`config.mk`:
```
export PLATFORM = sky130hd
export DESIGN_NAME = gnt_dispatch
export DESIGN_NICKNAME = d
export VERILOG_FILES = /design/src/rtl/gnt_dispatch.sv
export SDC_FILE = /design/constraint.sdc
export NUM_CORES = 1
export LEC_CHECK = 0
export CAP_MARGIN = 10
export CORE_ASPECT_RATIO = 1.1
export CORE_MARGIN = 1.5
export CORE_UTILIZATION = 25
export CTS_CLUSTER_SIZE = 25
export DETAILED_ROUTE_END_ITERATION = 10
export DONT_BUFFER_PORTS = 1
export PLACE_DENSITY = 0.49
export SYNTH_ARGS = -nofsm -noshare
export SYNTH_HDL_FRONTEND = slang
export SYNTH_SLANG_ARGS = --single-unit
```
`constraint.sdc`:
```
create_clock -name clk -period 2 [get_ports clk]
set_input_delay 0.4 -clock clk [delete_from_list [all_inputs] [get_ports clk]]
set_output_delay 0.4 -clock clk [all_outputs]
set_load 0.02 [all_outputs]
```
`src/rtl/gnt_dispatch.sv`:
```
// gnt_dispatch: captures an encoder grant and locks the packet-memory write path to that client for one frame
module gnt_dispatch #(
    parameter int N  = 4,
    parameter int DW = 32,
    parameter int LW = 11
) (
    input  logic                  clk,
    input  logic                  rst_n,
    output logic                  enc_en,
    input  logic [N-1:0]          gnt,
    input  logic [N-1:0]          s_valid,
    input  logic [N*DW-1:0]       s_data,
    input  logic [N-1:0]          s_last,
    output logic [N-1:0]          s_ready,
    output logic                  m_valid,
    output logic [DW-1:0]         m_data,
    output logic                  m_last,
    output logic [$clog2(N)-1:0]  m_idx,
    input  logic                  m_ready,
    output logic                  done,
    output logic [LW-1:0]         done_len,
    output logic                  err
);
    typedef enum logic [1:0] {IDLE, XFER, DRAIN} state_t;
    state_t state;
    logic [$clog2(N)-1:0] idx;
    logic [LW-1:0] cnt;
    logic [N-1:0][DW-1:0] s_arr;
    logic acc;
    function automatic logic [$clog2(N)-1:0] hi_idx(input logic [N-1:0] v);
        hi_idx = '0;
        for (int i = 0; i < N; i++)
            if (v[i]) hi_idx = ($clog2(N))'(i);
    endfunction
    assign s_arr   = s_data;
    assign enc_en  = state == IDLE;
    assign s_ready = (state == XFER && (!m_valid || m_ready)) ? N'(1) << idx : '0;
    assign acc     = s_valid[idx] && s_ready[idx];
    // frame FSM, output register, beat counter and sticky error
    always_ff @(posedge clk or negedge rst_n) begin
        if (!rst_n) begin
            state    <= IDLE;
            idx      <= '0;
            cnt      <= '0;
            m_valid  <= 1'b0;
            m_data   <= '0;
            m_last   <= 1'b0;
            m_idx    <= '0;
            done     <= 1'b0;
            done_len <= '0;
            err      <= 1'b0;
        end else begin
            done <= 1'b0;
            if (acc) begin
                m_valid <= 1'b1;
                m_data  <= s_arr[idx];
                m_last  <= s_last[idx];
                m_idx   <= idx;
                if (&cnt) err <= 1'b1;
                else cnt <= cnt + LW'(1);
            end else if (m_ready) begin
                m_valid <= 1'b0;
            end
            case (state)
                IDLE: if (|gnt) begin
                    idx   <= hi_idx(gnt);
                    cnt   <= '0;
                    state <= XFER;
                    if (|(gnt & (gnt - N'(1)))) err <= 1'b1;
                end
                XFER: if (acc && s_last[idx]) state <= DRAIN;
                DRAIN: if (m_valid && m_ready) begin
                    done     <= 1'b1;
                    done_len <= cnt;
                    state    <= IDLE;
                end
                default: state <= IDLE;
            endcase
        end
    end
endmodule
```
Word level (Yosys, flattened, before mapping)
Cells that the tools add are included.
{ "word_totals": {"out_inout_bits": 54, "regBits": 64, "wordCells": 63, "in_bits": 143} }
{ "op_classes": {"n_mux": 29, "eq_ne": 5, "shifts": 1, "magnitude_cmp": 1, "bitwise": 1, "n_reduce_logical": 14, "add_sub_neg": 2} }
{ "ops": {"columns": ["operator", "count"], "rows": [
  ["$bmux W32 S2", 1],
  ["$mux W11", 4],
  ["$mux W32", 1],
  ["$mux W1", 13],
  ["$add A11 B1 Y11 const B", 1],
  ["$reduce_and A11 Y1", 1],
  ["$mux W2", 5],
  ["$reduce_or A4 Y1", 2],
  ["$bmux W1 S2", 3],
  ["$pmux W2 S3", 1],
  ["$and A4 B4 Y4", 1],
  ["$logic_and A1 B1 Y1", 4],
  ["$mux W4", 1],
  ["$ne A2 B1 Y1 const B", 2],
  ["$reduce_and A2 Y1", 2],
  ["$shl A1 B2 Y4 const A", 1],
  ["$sub A4 B1 Y4 const B", 1],
  ["$lt A2 B3 Y1 const B", 1],
  ["$reduce_and A3 Y1", 1],
  ["$eq A2 B1 Y1 const B", 1],
  ["$eq A2 B2 Y1 const B", 1],
  ["$logic_not A2 Y1", 1],
  ["$ne A2 B2 Y1 const B", 1],
  ["$reduce_bool A2 Y1", 1],
  ["other kinds (2)", 2]
]} }

Longest topological paths before layout
{ "depth": {"word_depth": 11, "mapped_depth": 6, "ltp_nobuf": 5} }

Least setup slack after synthesis
Ideal clock, no wire load.
{ "synth_path": {"path_type": "register to output", "startpoint": "register idx[1]", "endpoint": "output port s_ready[2]", "t_arrival_ns": 1.574, "path_buffers": 2, "path_slack_ns": 0.026, "stages_incl_launch_ff": 4, "path_cell_list": "dfrtp_1 buf_1 clkbuf_1 nor3b_1"} }
{ "synth_via": {"elab_chain_cells": 2} }
{ "synth_lines": {"columns": ["element", "line", "source"], "rows": [
  ["from (decl)", "26", "logic [$clog2(N)-1:0] idx;"],
  ["from (signal assigned)", "66", "idx <= hi_idx(gnt);"],
  ["$shl A1 B2 Y4", "37", "assign s_ready = (state == XFER && (!m_valid || m_ready)) ? N'(1) << idx : '0;"],
  ["$mux W4", "37", null],
  ["to (decl)", "14", "output logic [N-1:0] s_ready,"]
]} }
No other way between the ends.

Final worst setup path
{ "layout_path": {"startpoint": "register state[0]", "endpoint": "output port s_ready[2]"} }
{ "layout_via": {"elab_chain_cells": 3} }
{ "layout_lines": {"columns": ["element", "line", "source"], "rows": [
  ["from (decl)", "25", "state_t state;"],
  ["from (signal assigned)", "42", "state <= IDLE;"],
  ["from (signal assigned)", "68", "state <= XFER;"],
  ["from (signal assigned)", "71", "XFER: if (acc && s_last[idx]) state <= DRAIN;"],
  ["$eq A2 B1 Y1", "37", null],
  ["$logic_and A1 B1 Y1", "37", null],
  ["$mux W4", "37", null]
]} }
No other way between the ends.

==> results.yml <==
sta:
  tns_ps: 0
  report.final.slew_viol_count: 0
  finalClockSkew_ps: 7.21
  finalCritPeriodShare_pct: 93.8
  max_freq_mhz: 533
  min_period_ps: 1880
  rsz0062_at_grt: "no"
  final_hold_viol_count: 0
  relSlewSlack_pct: 75.8
  worstMarginPinSlew_ps: 364
  setup_viol: 0
synth:
  ys_seq_elements: 64
  muxShareOfSynthArea_pct: 37.4
  synth_top_flop_cell: "dfrtp_1"
  synth_compound_area_share_pct: 6.05
  synth.area.top_cells: "dfrtp_1 (44%), mux4_2 (21%), mux2_4 (13%)"
  ys_seq_area_share_pct: 44.5
  yosysTopAreaCell: "dfrtp_1"
  syn_inst: 249
  synth_nets: 393
  synth-xor-area-share_pct: 0
  ys_types: 45
  synth_top_family_by_area: "multiplexers"
  synthArstFlopShare_pct: 100
  netlist_area_mm2: 0.00360
  synth_top_area_share_pct: 44.5
  synth_edf_count: 0
  synth_fa_ha_area_share_pct: 0.347
  synthSimpleGateAreaFrac_pct: 8.06
  yosys_warnings: 0
  avgSynthCellArea_um2: 14.5
setup_path:
  reg2reg_to: "state[1]"
  crit_required_ps: 1600
  crit_path_top_delay_cell: "dfrtp_1"
  cp-start-kind: "register"
  path_cells: "nor2b_4, nand2_1, nor3b_2, buf_4"
  max_stage_delay_ps: 390
  reg2reg_depth: 5
  critPathKind: "reg2out"
  worstPathArrival_ps: 1480
  crit_fanout: 4
  end_kind: "primary output"
  r2r_start: "idx[0]"
  reg2reg_slack_ps: 180
grt:
  grt_use_met2_pct: 20.3
  met1_usage_pct: 14.8
  grt-ovfl-total: 0
  grt.busiest_layer: "met2"
  grt_usage_pct: 12.6
  grt_pass1_wl_um: 14400
  grt_pass1_vias: 2471
  antenna_found_initial: 0
  met3_usage_pct: 5.50
  grt_max_degree: 65
cells_and_area:
  nNetsFinal: 405
  final_cells: 454
  mostFrequentLayoutCell: "dfrtp_1"
  drive_gt1_share_pct: 42.1
  area.sequential_mm2: 0.00160
  multi_input_area_mm2: 0.00188
  areaGrowthSynthToFinish_pct: 17.2
  fillCellCount: 1430
  antennaDiodeCount: 0
  mostFrequentLayoutCells: "dfrtp_1 (62), mux4_2 (34), mux2_4 (32), nand2_1 (18), buf_4 (11)"
clock_network:
  tritoncts: "built"
  cts_root_buffer: "clkbuf_16"
  htree_num_levels: 3
  clock_path_buffers: 2
  postCtsSetupRepairBufs: 0
  clock_latency_ps: 330
  cts_buffers: 9
  cts_sinks: 64
  clk_pin_slew_ps: 60
drt:
  drt-initial-drc-count: 85
  post-route-drc-count: 0
  ant_nets: 0
  first_pass_iters: 4
  drt-total-wl_um: 9160
  routed_via_density: 5.02
  vias: 2280
  wl_per_cell_um: 20.2
die:
  coreArea_mm2: 0.0140
  initial_core_util_pct: 25.8
  die_h_um: 129
  fp.dieArea_mm2: 0.0151
  num_rows: 45
  ios: 197
  die_x_um: 117
power:
  power_w: 0.00737
  powerDensity_mw_per_mm2: 1750
  ir_drop_v: 0.000551
  leakagePower_nw: 1.73
min_path:
  holdCritPathClass: "in2reg"
  min_path_cells: 2
  hold_start: "m_ready"
  hold-path-endpoint: "state[1]"
placement:
  hpwl_um: 6560
  finalWeightedCongestion: 0.752
  dp.cells: 436
  port_buffers: 0
flow_run:
  timing.max_cap.violations: 0
run_status:
  status: "finished, final reports clean"
==> state kept, by name (all words and copies together), names as in the netlist <==
register	count
cnt	11
done	1
done_len	11
err	1
idx	2
m_data	32
m_idx	2
m_last	1
m_valid	1
state	2
==> kinds of logic (layout without fill, tap and decap cells) <==
kind of cell    Yosys count  in the layout
simple gates             53             53
fa+ha+maj                 1              1
buf+inv                  23             40
flops                    64             64
compound gates           33             33
mux                      75             75
==> stage by stage <==
| stage | instance area (um^2) | hold WS [ps] | util, % | setup slack, ps |
|---|---|---|---|---|
| floorplan | 3600 | 104 | - | 25.7 |
| global placement | 3880 | 106 | 27.8 | 137 |
| detailed placement | 3880 | 106 | 27.8 | 84.9 |
| CTS | 4210 | 262 | 30.2 | 14.1 |
| global route | 4220 | 306 | 30.2 | 5.03 |
| finish | 4220 | 285 | 30.2 | 125 |
==> critical path: cells and delay by family, from the launching register on <==
family,cells,cell delay (ps)
flip-flops,1,390
AND/OR/NAND/NOR,3,580
buffers and inverters,1,180
==> area by class of cell <==
cell class                 instances  share of cell area (%)
multi-input combinational        162                    44.6
inverter                           7                   0.622
sequential                        64                    38.0
timing repair buffer              17                    4.53
tap                              188                    5.57
clock inverter                     4                    1.07
clock buffer                      12                    5.60
==> cells in the mapped netlist (all sizes together) (2+ instances only) <==
cell type,n
nand3,5
buf,12
mux2,40
mux4,34
inv,7
o31ai,4
nand2,18
nand4,2
nor4,2
and4,3
o41ai,2
nor3,5
nor2,5
or4,3
nor3b,2
o311ai,2
a21oi,6
o21ai,8
dfrtp,64
and3,2
and2,2
a31oi,3
clkbuf,4
==> timing repair <==
| item | CTS | global route |
|---|---|---|
| gates resized for setup | 2 | 3 |
| hold endpoints to repair | 64 | 0 |
| hold buffers | 2 | 0 |
| setup endpoints to repair | 3 | 4 |
==> metal layers <==
| metal | wire, um | vias to the layer above |
|---|---|---|
| li1 | - | 994 |
| met1 | 3680 | 1160 |
| met2 | 4480 | 114 |
| met3 | 819 | 12 |
| met4 | 174 | 0 |
| met5 | 0 | - |
==> how the worst max path moves through the flow <==
stage | from | endpoint | slack, ps | cells after the start
after floorplan | idx[1] | s_ready[2] | 30 | 3
after global placement | idx[0] | cnt[2] | 140 | 5
after detailed placement | state[0] | cnt[2] | 80 | 5
after CTS | state[0] | s_ready[2] | 10 | 4
after global routing | state[0] | s_ready[1] | 5 | 4
final | state[0] | s_ready[2] | 120 | 4
==> power breakdown <==
part           switching (W)  internal, W  leakage [nW]
clock network       0.000554     0.000959         0.140
registers           0.000869      0.00178         0.798
logic                0.00135      0.00186         0.792
total                0.00277      0.00460          1.73
No activity file was read; power rests on OpenSTA's default activity.
